$ cat src/rtl/hazard_ctrl_if.sv
// Hazard controller bus: pipeline-stage register/control info in, hazard
// controls and status out.
//   master : pipeline side (drives stage info, receives forwards/stalls/flushes)
//   slave  : hazard controller
interface hazard_ctrl_if #(
    parameter int unsigned CNT_W = 16
);
    // D / E / M / W stage information
    logic [4:0]       Rs1D;
    logic [4:0]       Rs2D;
    logic [4:0]       Rs1E;
    logic [4:0]       Rs2E;
    logic [4:0]       RdE;
    logic [1:0]       resultSrcE;
    logic             PCSrcE;
    logic [4:0]       RdM;
    logic             regWriteM;
    logic             memReqM;
    logic             memReadyM;
    logic [4:0]       RdW;
    logic             regWriteW;

    // hazard controls and status
    logic [1:0]       forwardAE;
    logic [1:0]       forwardBE;
    logic             stallF;
    logic             stallD;
    logic             stallE;
    logic             stallM;
    logic             flushD;
    logic             flushE;
    logic             flushW;
    logic             mem_err;
    logic [CNT_W-1:0] stall_cnt;
    logic [CNT_W-1:0] flush_cnt;

    modport master (
        output Rs1D, Rs2D, Rs1E, Rs2E, RdE, resultSrcE, PCSrcE,
               RdM, regWriteM, memReqM, memReadyM, RdW, regWriteW,
        input  forwardAE, forwardBE, stallF, stallD, stallE, stallM,
               flushD, flushE, flushW, mem_err, stall_cnt, flush_cnt
    );

    modport slave (
        input  Rs1D, Rs2D, Rs1E, Rs2E, RdE, resultSrcE, PCSrcE,
               RdM, regWriteM, memReqM, memReadyM, RdW, regWriteW,
        output forwardAE, forwardBE, stallF, stallD, stallE, stallM,
               flushD, flushE, flushW, mem_err, stall_cnt, flush_cnt
    );
endinterface

$ cat src/rtl/hazard_ctrl.sv
// Pipeline hazard controller for the 5-stage core.
// Produces E-stage forwarding selects, stall/flush enables for the pipeline
// registers, sequences multi-cycle data-memory accesses with a timeout, and
// keeps saturating stall/flush event counters.
//   clk : clock
//   rst : synchronous active-low reset
//   hz  : hazard_ctrl_if.slave (stage info in; forwards, stalls, flushes,
//         mem_err, stall_cnt, flush_cnt out)
// Forwards, stalls and flushes are combinational; mem_err and counters are
// registered.
module hazard_ctrl #(
    parameter int unsigned MEM_TIMEOUT = 16,
    parameter int unsigned CNT_W       = 16
) (
    input  logic          clk,
    input  logic          rst,
    hazard_ctrl_if.slave  hz
);

    localparam int unsigned WAIT_W = (MEM_TIMEOUT > 2) ? $clog2(MEM_TIMEOUT) : 1;

    typedef enum logic [1:0] {
        RUN  = 2'd0,
        WAIT = 2'd1,
        ERR  = 2'd2
    } state_t;

    state_t            state;
    logic [WAIT_W-1:0] wait_cnt;
    logic              mem_err_q;
    logic [CNT_W-1:0]  stall_cnt_q;
    logic [CNT_W-1:0]  flush_cnt_q;

    logic       mem_busy;
    logic       freeze;
    logic       lw_stall;
    logic       fwd_a_m;
    logic       fwd_a_w;
    logic       fwd_b_m;
    logic       fwd_b_w;
    logic [1:0] fwd_a;
    logic [1:0] fwd_b;
    logic       stall_f;
    logic       stall_d;
    logic       stall_e;
    logic       stall_m;
    logic       flush_d;
    logic       flush_e;
    logic       flush_w;
    logic       branch_flush;

    // Hazard conditions
    assign mem_busy = hz.memReqM & ~hz.memReadyM;
    assign freeze   = mem_busy | (state == ERR);
    assign lw_stall = (hz.resultSrcE == 2'b01) && (hz.RdE != 5'd0) &&
                      ((hz.RdE == hz.Rs1D) || (hz.RdE == hz.Rs2D));

    // Forwarding matches; M beats W
    assign fwd_a_m = hz.regWriteM && (hz.RdM != 5'd0) && (hz.RdM == hz.Rs1E);
    assign fwd_a_w = hz.regWriteW && (hz.RdW != 5'd0) && (hz.RdW == hz.Rs1E);
    assign fwd_b_m = hz.regWriteM && (hz.RdM != 5'd0) && (hz.RdM == hz.Rs2E);
    assign fwd_b_w = hz.regWriteW && (hz.RdW != 5'd0) && (hz.RdW == hz.Rs2E);

    // Prioritised stall/flush/forward decode; reset flushes everything
    always_comb begin
        fwd_a   = 2'b00;
        fwd_b   = 2'b00;
        stall_f = 1'b0;
        stall_d = 1'b0;
        stall_e = 1'b0;
        stall_m = 1'b0;
        flush_d = 1'b0;
        flush_e = 1'b0;
        flush_w = 1'b0;
        if (!rst) begin
            flush_d = 1'b1;
            flush_e = 1'b1;
            flush_w = 1'b1;
        end else begin
            if (fwd_a_m)      fwd_a = 2'b10;
            else if (fwd_a_w) fwd_a = 2'b01;
            if (fwd_b_m)      fwd_b = 2'b10;
            else if (fwd_b_w) fwd_b = 2'b01;

            if (freeze) begin
                // Hold everything up to M; bubble into W. Branch and load-use
                // are re-evaluated once the freeze lifts.
                stall_f = 1'b1;
                stall_d = 1'b1;
                stall_e = 1'b1;
                stall_m = 1'b1;
                flush_w = 1'b1;
            end else if (hz.PCSrcE) begin
                // Branch kills D, so a concurrent load-use is moot
                flush_d = 1'b1;
                flush_e = 1'b1;
            end else if (lw_stall) begin
                stall_f = 1'b1;
                stall_d = 1'b1;
                flush_e = 1'b1;
            end
        end
    end

    assign branch_flush = hz.PCSrcE & ~freeze;

    // Memory-wait FSM, sticky error flag and saturating event counters
    always_ff @(posedge clk) begin
        if (!rst) begin
            state       <= RUN;
            wait_cnt    <= '0;
            mem_err_q   <= 1'b0;
            stall_cnt_q <= '0;
            flush_cnt_q <= '0;
        end else begin
            case (state)
                RUN: begin
                    if (mem_busy) begin
                        if (MEM_TIMEOUT <= 1) begin
                            state     <= ERR;
                            mem_err_q <= 1'b1;
                        end else begin
                            state    <= WAIT;
                            wait_cnt <= WAIT_W'(1);
                        end
                    end
                end
                WAIT: begin
                    if (!hz.memReqM || hz.memReadyM) begin
                        state    <= RUN;
                        wait_cnt <= '0;
                    end else if (wait_cnt == WAIT_W'(MEM_TIMEOUT - 1)) begin
                        state     <= ERR;
                        mem_err_q <= 1'b1;
                    end else begin
                        wait_cnt <= wait_cnt + WAIT_W'(1);
                    end
                end
                ERR: begin
                    state <= ERR;
                end
                default: begin
                    state    <= RUN;
                    wait_cnt <= '0;
                end
            endcase

            if (stall_f && (stall_cnt_q != {CNT_W{1'b1}}))
                stall_cnt_q <= stall_cnt_q + CNT_W'(1);
            if (branch_flush && (flush_cnt_q != {CNT_W{1'b1}}))
                flush_cnt_q <= flush_cnt_q + CNT_W'(1);
        end
    end

    assign hz.forwardAE = fwd_a;
    assign hz.forwardBE = fwd_b;
    assign hz.stallF    = stall_f;
    assign hz.stallD    = stall_d;
    assign hz.stallE    = stall_e;
    assign hz.stallM    = stall_m;
    assign hz.flushD    = flush_d;
    assign hz.flushE    = flush_e;
    assign hz.flushW    = flush_w;
    assign hz.mem_err   = mem_err_q;
    assign hz.stall_cnt = stall_cnt_q;
    assign hz.flush_cnt = flush_cnt_q;

endmodule
$ cat src/flat_wrapper.sv
// flat-port wrapper written by rule: the top's interface ports become plain ports
module hazard_ctrl_flat 
#(
    parameter int unsigned MEM_TIMEOUT = 16,
    parameter int unsigned CNT_W       = 16
)
  (clk, rst, hz_Rs1D, hz_Rs2D, hz_Rs1E, hz_Rs2E, hz_RdE, hz_resultSrcE, hz_PCSrcE, hz_RdM, hz_regWriteM, hz_memReqM, hz_memReadyM, hz_RdW, hz_regWriteW, hz_forwardAE, hz_forwardBE, hz_stallF, hz_stallD, hz_stallE, hz_stallM, hz_flushD, hz_flushE, hz_flushW, hz_mem_err, hz_stall_cnt, hz_flush_cnt);
  hazard_ctrl_if #(.CNT_W(CNT_W)) hz_i ();
  input  logic clk;
  input  logic rst;
  input wire logic [$bits(hz_i.Rs1D)-1:0] hz_Rs1D;
  input wire logic [$bits(hz_i.Rs2D)-1:0] hz_Rs2D;
  input wire logic [$bits(hz_i.Rs1E)-1:0] hz_Rs1E;
  input wire logic [$bits(hz_i.Rs2E)-1:0] hz_Rs2E;
  input wire logic [$bits(hz_i.RdE)-1:0] hz_RdE;
  input wire logic [$bits(hz_i.resultSrcE)-1:0] hz_resultSrcE;
  input wire logic [$bits(hz_i.PCSrcE)-1:0] hz_PCSrcE;
  input wire logic [$bits(hz_i.RdM)-1:0] hz_RdM;
  input wire logic [$bits(hz_i.regWriteM)-1:0] hz_regWriteM;
  input wire logic [$bits(hz_i.memReqM)-1:0] hz_memReqM;
  input wire logic [$bits(hz_i.memReadyM)-1:0] hz_memReadyM;
  input wire logic [$bits(hz_i.RdW)-1:0] hz_RdW;
  input wire logic [$bits(hz_i.regWriteW)-1:0] hz_regWriteW;
  output wire logic [$bits(hz_i.forwardAE)-1:0] hz_forwardAE;
  output wire logic [$bits(hz_i.forwardBE)-1:0] hz_forwardBE;
  output wire logic [$bits(hz_i.stallF)-1:0] hz_stallF;
  output wire logic [$bits(hz_i.stallD)-1:0] hz_stallD;
  output wire logic [$bits(hz_i.stallE)-1:0] hz_stallE;
  output wire logic [$bits(hz_i.stallM)-1:0] hz_stallM;
  output wire logic [$bits(hz_i.flushD)-1:0] hz_flushD;
  output wire logic [$bits(hz_i.flushE)-1:0] hz_flushE;
  output wire logic [$bits(hz_i.flushW)-1:0] hz_flushW;
  output wire logic [$bits(hz_i.mem_err)-1:0] hz_mem_err;
  output wire logic [$bits(hz_i.stall_cnt)-1:0] hz_stall_cnt;
  output wire logic [$bits(hz_i.flush_cnt)-1:0] hz_flush_cnt;
  assign hz_i.Rs1D = hz_Rs1D;
  assign hz_i.Rs2D = hz_Rs2D;
  assign hz_i.Rs1E = hz_Rs1E;
  assign hz_i.Rs2E = hz_Rs2E;
  assign hz_i.RdE = hz_RdE;
  assign hz_i.resultSrcE = hz_resultSrcE;
  assign hz_i.PCSrcE = hz_PCSrcE;
  assign hz_i.RdM = hz_RdM;
  assign hz_i.regWriteM = hz_regWriteM;
  assign hz_i.memReqM = hz_memReqM;
  assign hz_i.memReadyM = hz_memReadyM;
  assign hz_i.RdW = hz_RdW;
  assign hz_i.regWriteW = hz_regWriteW;
  assign hz_forwardAE = hz_i.forwardAE;
  assign hz_forwardBE = hz_i.forwardBE;
  assign hz_stallF = hz_i.stallF;
  assign hz_stallD = hz_i.stallD;
  assign hz_stallE = hz_i.stallE;
  assign hz_stallM = hz_i.stallM;
  assign hz_flushD = hz_i.flushD;
  assign hz_flushE = hz_i.flushE;
  assign hz_flushW = hz_i.flushW;
  assign hz_mem_err = hz_i.mem_err;
  assign hz_stall_cnt = hz_i.stall_cnt;
  assign hz_flush_cnt = hz_i.flush_cnt;
  hazard_ctrl #(.MEM_TIMEOUT(MEM_TIMEOUT), .CNT_W(CNT_W)) u_core (.clk(clk), .rst(rst), .hz(hz_i));
endmodule
$ cat config.mk
export PLATFORM = sky130hd
export DESIGN_NAME = hazard_ctrl_flat
export DESIGN_NICKNAME = d
export VERILOG_FILES = /design/src/rtl/hazard_ctrl_if.sv /design/src/rtl/hazard_ctrl.sv /design/src/flat_wrapper.sv
export SDC_FILE = /design/constraint.sdc
export NUM_CORES = 1
export LEC_CHECK = 0
export ABC_AREA = 0
export BUFFER_PORTS_ARGS = -buffer_cell sky130_fd_sc_hd__buf_2
export CAP_MARGIN = 0
export CORE_MARGIN = 2
export CORE_UTILIZATION = 49
export CTS_CLUSTER_SIZE = 12
export DETAILED_ROUTE_END_ITERATION = 10
export PLACE_DENSITY = 0.8
export SYNTH_ARGS = -nofsm -noshare
export SYNTH_HDL_FRONTEND = slang
export SYNTH_SLANG_ARGS = --single-unit
$ cat constraint.sdc
create_clock -name clk -period 2.3 [get_ports clk]
set_clock_uncertainty 0.2 [all_clocks]
set_input_delay 0 -clock clk [delete_from_list [all_inputs] [get_ports clk]]
set_output_delay 0 -clock clk [all_outputs]
set_load 0.02 [all_outputs]
# Word level (Yosys, flattened, before mapping)
# Index checks and enable logic that the tools add are counted.
word_totals:
  out_inout_bits: 44
  wordCells: 77
  reg_bits: 39
  inputBits: 44
classes:
  reduce_logical: 20
  bitwise: 7
  n_addsub: 3
  n_eq_ne: 15
  n_mux: 27
ops:
  columns: ["cell", "n"]
  rows:
  - ["$add A16 B1 Y16 const B", 2]
  - ["$ne A16 B16 Y1 const B", 2]
  - ["$eq A5 B5 Y1", 6]
  - ["$mux W1", 15]
  - ["$reduce_bool A5 Y1", 3]
  - ["$mux W2", 7]
  - ["$mux W4", 3]
  - ["$pmux W4 S3", 1]
  - ["$logic_and A1 B1 Y1", 10]
  - ["$pmux W2 S3", 1]
  - ["$reduce_and A3 Y1", 2]
  - ["$add A4 B1 Y4 const B", 1]
  - ["$eq A2 B1 Y1 const B", 2]
  - ["$eq A4 B4 Y1 const B", 1]
  - ["$not A1 Y1", 4]
  - ["$ne A3 B1 Y1 const B", 1]
  - ["$ne A3 B2 Y1 const B", 1]
  - ["$and A1 B1 Y1", 2]
  - ["$eq A2 B2 Y1 const B", 1]
  - ["$logic_not A2 Y1", 1]
  - ["$logic_or A1 B1 Y1", 2]
  - ["$ne A2 B1 Y1 const B", 1]
  - ["$reduce_and A2 Y1", 1]
  - ["$logic_not A1 Y1", 1]
  - ["$or A1 B1 Y1", 1]

# Longest topological paths before layout
# Gate-level depths: netlist of the first run.
depth:
  ltp_word: 8
  ltp_mapped: 10

# Worst setup path before layout of the first run
# Ideal clock, no wire load.
synth_timing:
  path_type: "register to register"
  start: "register u_core.state[0]"
  end: "register u_core.stall_cnt_q[5] (netlist: u_core.hz.stall_cnt[5])"
  n_path_buf: 3
  setup_time_ns: 0.135
  setup_slack_ns: 0.014
  synth_period_minus_slack_ns: 2.286
  stages_incl_launch_ff: 10
  t_arrival_ns: 1.951
  cell_sequence: "dfxtp_1 -> clkbuf_2 -> nand2b_4 -> a21oi_1 -> a41o_1 -> buf_6 -> nand2_8 -> buf_12 -> o311ai_0 -> o41ai_1"
synth_between:
  elab_chain_cells: 5
synth_rtl:
  columns: ["element", "line_no", "text"]
  rows:
  - ["start: declaration", "hazard_ctrl.sv:28", "state_t state;"]
  - ["start signal: assignment", "hazard_ctrl.sv:110", "state <= RUN;"]
  - ["start signal: assignment", "hazard_ctrl.sv:120", "state <= ERR;"]
  - ["start signal: assignment", "hazard_ctrl.sv:123", "state <= WAIT;"]
  - ["$eq A2 B2 Y1", "hazard_ctrl.sv:54", "assign freeze = mem_busy | (state == ERR);"]
  - ["$or A1 B1 Y1", "hazard_ctrl.sv:54", null]
  - ["$mux W1 (2 in a row)", null, null]
  - ["named net hz_stallD", "flat_wrapper.sv:27", "output wire logic [$bits(hz_i.stallD)-1:0] hz_stallD;"]
  - ["$logic_and A1 B1 Y1", "hazard_ctrl.sv:148", "if (stall_f && (stall_cnt_q != {CNT_W{1'b1}}))"]
  - ["end signal: assignment", "hazard_ctrl.sv:149", "stall_cnt_q <= stall_cnt_q + CNT_W'(1);"]
  - ["end: declaration", "hazard_ctrl.sv:31", "logic [CNT_W-1:0] stall_cnt_q;"]
# The timed path passes the listed nets, and every way through them passes these cells.
# A chain may end at the register's enable or synchronous reset.

# Worst setup path after layout of the first run
layout_timing:
  start: "input rst"
  end: "register u_core.stall_cnt_q[12] (netlist: u_core.hz.stall_cnt[12])"
layout_between:
  elab_chain_cells: 2
layout_rtl:
  columns: ["element", "line_no", "text"]
  rows:
  - ["start: declaration", "flat_wrapper.sv:10", "input logic rst;"]
  - ["$mux W1", "hazard_ctrl.sv:75", "if (!rst) begin"]
  - ["$logic_and A1 B1 Y1", "hazard_ctrl.sv:148", null]
# Several ways; a longest one is shown, not always the timed one.

==> results of run 1 <==
==> cell type report <==
cell class	instances	area, µm²	area share
Sequential cell	39	781	0.266
Clock buffer	6	72.6	0.0247
Clock inverter	2	60.1	0.0204
Timing Repair Buffer	96	505	0.172
Multi-Input combinational cell	218	1440	0.490
Inverter	3	11.3	0.00383
Tap cell	54	67.6	0.0230
==> sequential cells by signal, indices dropped and copies added, names as in the netlist <==
signal               count
u_core.hz.stall_cnt     16
u_core.hz.flush_cnt     16
u_core.wait_cnt          4
u_core.state             2
u_core.hz.mem_err        1
==> worst max-delay path by stage <==
| stage | from | endpoint | slack [ps] | depth (start not counted) |
|---|---|---|---|---|
| CTS | rst | u_core.hz.stall_cnt[12] | 40 | 8 |
| global route | rst | u_core.hz.stall_cnt[12] | 60 | 8 |
| global placement | u_core.hz.stall_cnt[6] | u_core.hz.stall_cnt[15] | 120 | 7 |
| detailed placement | u_core.hz.stall_cnt[6] | u_core.hz.stall_cnt[15] | 70 | 7 |
| finish | rst | u_core.hz.stall_cnt[12] | 180 | 8 |
| floorplan | u_core.state[0] | u_core.hz.stall_cnt[5] | 10 | 9 |
==> cells in the final DEF, fill, tap and decap left out, types with 2 or more instances in the layout <==
cell | Yosys | final
sky130_fd_sc_hd__and3_1 | 10 | 10
sky130_fd_sc_hd__nor2_1 | 40 | 40
sky130_fd_sc_hd__buf_2 | 2 | 87
sky130_fd_sc_hd__bufinv_16 | 0 | 2
sky130_fd_sc_hd__buf_4 | 2 | 8
sky130_fd_sc_hd__o21ai_0 | 2 | 2
sky130_fd_sc_hd__mux2i_1 | 3 | 3
sky130_fd_sc_hd__o211ai_1 | 2 | 2
sky130_fd_sc_hd__inv_1 | 2 | 2
sky130_fd_sc_hd__clkbuf_8 | 0 | 5
sky130_fd_sc_hd__and3_4 | 2 | 2
sky130_fd_sc_hd__nand2_1 | 20 | 20
sky130_fd_sc_hd__and4_1 | 2 | 2
sky130_fd_sc_hd__and2_1 | 5 | 5
sky130_fd_sc_hd__o31ai_1 | 2 | 2
sky130_fd_sc_hd__or4_1 | 5 | 5
sky130_fd_sc_hd__a21oi_1 | 7 | 7
sky130_fd_sc_hd__o21ai_1 | 2 | 2
sky130_fd_sc_hd__o41ai_1 | 2 | 2
sky130_fd_sc_hd__ha_1 | 3 | 3
sky130_fd_sc_hd__nand3_1 | 19 | 19
sky130_fd_sc_hd__nor4_1 | 4 | 4
sky130_fd_sc_hd__dfxtp_1 | 39 | 39
sky130_fd_sc_hd__or3_1 | 4 | 3
sky130_fd_sc_hd__nor2b_1 | 3 | 3
sky130_fd_sc_hd__xnor2_1 | 21 | 21
sky130_fd_sc_hd__xor2_1 | 32 | 32
sky130_fd_sc_hd__nand4_1 | 10 | 10
==> critical path, cell delays in order <==
cell                            delay (ps)
sky130_fd_sc_hd__dlygate4sd3_1         520
sky130_fd_sc_hd__buf_2                 220
sky130_fd_sc_hd__inv_2                 190
sky130_fd_sc_hd__nor2_1                140
sky130_fd_sc_hd__a41o_2                330
sky130_fd_sc_hd__nand2_8               120
sky130_fd_sc_hd__or4_1                 490
sky130_fd_sc_hd__a21oi_1               140
==> power groups by stage <==
stage	sequential, mW	combinational, mW	clock [mW]
2_1_floorplan	0.710	0.112	0
6_report	0.688	0.205	0.672
3_3_place_gp	0.703	0.199	0
3_5_place_dp	0.704	0.203	0
4_1_cts	0.688	0.205	0.683
5_1_grt	0.689	0.224	0.716
==> per-layer routing <==
| metal | wire length [µm] | global-route usage | up-vias | part of all wire |
|---|---|---|---|---|
| li1 | - | - | 1131 | - |
| met1 | 2360 | 0.232 | 1060 | 0.44 |
| met2 | 2750 | 0.379 | 50 | 0.51 |
| met3 | 218 | 0.0442 | 8 | 0.040 |
| met4 | 75 | 0.0700 | 0 | 0.014 |
| met5 | 0 | 0 | - | 0 |
==> through the flow <==
stage / hold slack (ps) / instances / total power [mW] / cell area, µm²
3_3_place_gp: 155 / 409 / 0.902 / 2790
3_5_place_dp: 168 / 409 / 0.907 / 2790
2_1_floorplan: 21.4 / 272 / 0.822 / 2310
5_1_grt: 68.7 / 418 / 1.63 / 2940
6_report: 24.5 / 418 / 1.57 / 2940
4_1_cts: 29.6 / 418 / 1.58 / 2930
==> logic make-up (layout without fill, tap and decap cells) <==
logic type      Yosys count  in the layout  synth area share
xor+xnor                 53             53             0.201
fa+ha+maj                 3              3            0.0162
simple gates            132            132             0.305
mux                       3              3            0.0130
buf+inv                  15            107            0.0427
flops                    39             39             0.337
compound gates           27             27            0.0849
==> what timing repair did <==
action                                 in CTS  in global routing
endpoints found under the hold margin       4                  0
setup endpoints to repair                   0                  6
hold buffers                                1                  0
resized for setup                           0                  2
==> run summary, run 1 <==
outcome = finished clean
Reg clk slew, reported paths = 80 ps
number of max-slew violations in the final report = 0
RR Startpoint = u_core.hz.stall_cnt[4]
hold path cells = 5
count of nets after finishing = 410
worst reg2reg path depth = 7
number of maximum-capacitance violations = 0
end-of-flow core utilization = 0.635
async set-reset flop share out of synthesis = 0
worst-case setup slack after placement = 65.3 ps
Starting DRT DRC Count = 80
most numerous cell types in the synthesized netlist = sky130_fd_sc_hd__nor2_1 (40), sky130_fd_sc_hd__dfxtp_1 (39), sky130_fd_sc_hd__xor2_1 (32)
leading cell type by number of instances after synthesis = sky130_fd_sc_hd__nor2_1
global route total overflow = 0
fraction of layout cells with a size suffix above 1 = 0.313
Synthesized Nets = 319
CORE AREA = 0.00463 mm²
number of detailed-route iterations in the first pass = 4
net switching power = 358 µW
critical path fanouts, max = 20
minimum clock period after layout = 2120 ps
number of buffers added on ports = 87
number of core rows = 25
Static Leak = 1.31 nW
clock root buffer master = sky130_fd_sc_hd__clkbuf_8
diodes inserted = 0
register-to-register setup slack = 180 ps
synth warn = 0
pin count of the biggest net entering global routing = 21
vias per std cell = 5.38
share of total power in sequential cells = 0.440
DRC = 0
primary flip-flop cell chosen by synthesis mapping = sky130_fd_sc_hd__dfxtp_1
post-synthesis cell type count = 49
Seq cells post-synth = 39
switching share of power = 0.228
Total Die Area = 0.00529 mm²
worst r2r dst = u_core.hz.stall_cnt[15]
wire length after detailed routing = 5410 µm
vias in the first global route = 2152
number of synthesized flops with an enable pin = 0
Routed wire per std cell = 12.9 µm
Worst EP arrival = 2140 ps
wire length of the first global-routing pass = 8860 µm
number of hold-slack violations in the final timing report = 0
Longest Clk Path Bufs = 2
Die H = 72.7 µm
synthesized area per cell = 8.51 µm²
worst min-delay path class = input port to flop
part of the power in the clock network = 0.429
final worst slack = 182 ps
total via count in the routed design = 2249
CP Capture Type = flop
portion of the clock cycle consumed by the worst path in the final layout = 0.921
ratio of total power to cell area = 533 mW/mm²
endpoint of the worst hold path = u_core.hz.flush_cnt[13]
Skew-Pair Late Insertion Delay = 290 ps
post-route ant nets = 0
Combinational Power Share = 0.131
hold path startpoint = hz_PCSrcE
worst-case vdd ir drop = 351 µV
CTS Buf Count = 5
TritonCTS clock tree = yes
Syn Inst Count = 272
cell internal power dissipation = 1.21 mW
sum of net half-perimeters after detailed placement = 4210 µm
total global routing track utilization = 0.206
share of the synthesized area in the top cell type = 0.337
horizontal extent of the die = 72.7 µm
Critical Path Source Type = input port
Initial Utilization = 0.500
antenna violations before repair = 0
accumulated negative setup slack = 0 ps
headroom to the max-slew limit = 0.734
Data required, critical path = 2330 ps
routability congestion estimate from global placement = 0.902
setup bufs post-CTS = 0
maximum frequency from static timing analysis = 472 MHz
count of final setup violators = 0
io pins = 88
fill cell total of the finished layout = 409
H-tree levels = 2
slew at the pin closest to its max-slew limit = 398 ps
cell type with the highest aggregate area in the netlist = sky130_fd_sc_hd__dfxtp_1
worst setup path class = input port to flop
total number of clock tree sinks = 39
top cells by area in the synthesized netlist = sky130_fd_sc_hd__dfxtp_1 (34%), sky130_fd_sc_hd__xor2_1 (12%), sky130_fd_sc_hd__xnor2_1 (7.9%)
Cell Area, Synth = 0.00231 mm²
layout overhead on the synthesized area = 27.0%
unrepaired setup endpoints after global routing = no
part of the Yosys area used for sequential elements = 0.337
Note: power is estimated with default switching activity, not from simulation.
==> run 2: changes to the inputs <==
CORE_UTILIZATION = 44   (was 49)
PLACE_DENSITY = 0.76   (was 0.8)
clock period = 1.91 ns   (was 2.3 ns; I/O delays follow)
==> run summary, run 2 (same netlist as run 1, synthesis figures left out) <==
outcome = finished with violations
failing checks = negative setup slack
post-placement cell count = 457
antenna violations before repair = 0
routability congestion estimate from global placement = 0.920
total global routing track utilization = 0.216
sum of net half-perimeters after detailed placement = 4670 µm
number of maximum-capacitance violations = 0
total number of clock tree sinks = 39
number of buffers added on ports = 87
global route total overflow = 0
total via count in the routed design = 2432
worst-case setup slack after placement = -181 ps
ratio of total power to cell area = 548 mW/mm²
worst min-delay path class = input port to flop
diodes inserted = 0
Critical Path Source Type = flop
fraction of layout cells with a size suffix above 1 = 0.447
worst-case vdd ir drop = 435 µV
launching element of the worst setup path = u_core.hz.stall_cnt[5]
number of detailed-route iterations in the first pass = 4
Longest Clk Path Bufs = 2
io pins = 88
headroom to the max-slew limit = 0.681
layout overhead on the synthesized area = 49.2%
count of final setup violators = 12
hold path startpoint = hz_PCSrcE
TritonCTS clock tree = yes
post-route ant nets = 0
Routed wire per std cell = 14.0 µm
DRC = 0
pin count of the biggest net entering global routing = 19
leading cell types in the layout, fill and taps excluded = sky130_fd_sc_hd__buf_2 (87), sky130_fd_sc_hd__buf_4 (43), sky130_fd_sc_hd__nor2_1 (39)
Total Die Area = 0.00586 mm²
maximum frequency from static timing analysis = 498 MHz
Data required, critical path = 1880 ps
minimum clock period after layout = 2010 ps
fill cell total of the finished layout = 399
unrepaired setup endpoints after global routing = yes
Skew-Pair Late Insertion Delay = 300 ps
CTS Buf Count = 5
Worst EP arrival = 1980 ps
H-tree levels = 2
portion of the clock cycle consumed by the worst path in the final layout = 1.05
number of max-slew violations in the final report = 0
total power of the final layout = 1.89 mW
wire length of the first global-routing pass = 10400 µm
wire length after detailed routing = 6640 µm
clock root buffer master = sky130_fd_sc_hd__clkbuf_8
RR Startpoint = u_core.hz.stall_cnt[5]
Initial Utilization = 0.453
CP Capture Type = flop
Static Leak = 1.53 nW
CORE AREA = 0.00511 mm²
Layout Cells excl Fill = 475
critical path fanouts, max = 3
number of core rows = 26
vias in the first global route = 2407
final worst slack = -98.9 ps
number of hold-slack violations in the final timing report = 0
Reg clk slew, reported paths = 80 ps
most common library cell in the layout ignoring fill and taps = sky130_fd_sc_hd__buf_2
slew at the pin closest to its max-slew limit = 473 ps
horizontal extent of the die = 76.5 µm
count of nets after finishing = 451
Starting DRT DRC Count = 59
Die H = 76.5 µm
vias per std cell = 5.12
worst setup path class = flop to flop
[run 2: cell types whose count changed in the layout (fill, tap and decap cells not counted), moves of 3 or more]
cell and delta:
sky130_fd_sc_hd__and3_4 +4, sky130_fd_sc_hd__dfxtp_4 +5, sky130_fd_sc_hd__dfxtp_1 -14, sky130_fd_sc_hd__buf_6 +3, sky130_fd_sc_hd__and3_1 -4, sky130_fd_sc_hd__buf_4 +35, sky130_fd_sc_hd__dfxtp_2 +9
[run 2: report_power, final]
part / internal [mW] / switching [mW] / leakage, nW
clock: 0.470 / 0.306 / 0.0636
sequential: 0.816 / 0.00813 / 0.323
combinational: 0.143 / 0.151 / 1.15
[run 2: worst paths after layout]
| kind | cells past startpoint | endpoint | slack (ps) |
|---|---|---|---|
| max reg2reg | 7 | u_core.hz.stall_cnt[15] | -100 |
| min reg2reg | 2 | u_core.hz.mem_err | 280 |
| min | 5 | u_core.hz.flush_cnt[13] | 50 |
| max | 7 | u_core.hz.stall_cnt[15] | -100 |
[run 2: metal layers]
| metal | wire [µm] | track usage |
|---|---|---|
| met1 | 2750 | 0.237 |
| met2 | 3560 | 0.401 |
| met4 | 121 | 0.0855 |
| met5 | 0 | 0 |
| met3 | 210 | 0.0462 |
[run 2: cell type report]
type                            instances  area [µm²]  share of cell area
Multi-Input combinational cell        218        1560               0.452
Timing Repair Buffer                  137         857               0.248
Sequential cell                        39         811               0.235
Clock buffer                            7        97.6              0.0283
Tap cell                               70        87.6              0.0254
Clock inverter                          1        30.0             0.00869
Inverter                                3        11.3             0.00326
[run 2: per-stage QoR]
step,setup TNS [ps],instance area (µm²),hold WS (ps),utilization
after floorplan,-1560,2410,21.4,-
after global placement,-1220,3130,194,0.614
after detailed placement,-1560,3130,199,0.614
after CTS,-148,3340,22.4,0.653
after global routing,-1640,3450,68.9,0.676
final,-365,3450,46.8,0.676
[run 2: timing repair]
item	4_1_cts	5_1_grt
endpoints found under the hold margin	31	0
cloned	0	1
hold buffers	2	0
pin swaps	3	15
setup endpoints to repair	18	28
resized for setup	6	13
buffers inserted	4	3
[run 2: critical path: stages (launching register included)]
cell	delay (ps)
sky130_fd_sc_hd__dfxtp_4	350
sky130_fd_sc_hd__and3_4	180
sky130_fd_sc_hd__and3_4	210
sky130_fd_sc_hd__nand3_4	80
sky130_fd_sc_hd__buf_6	140
sky130_fd_sc_hd__buf_4	130
sky130_fd_sc_hd__o41ai_1	510
sky130_fd_sc_hd__a21oi_2	100
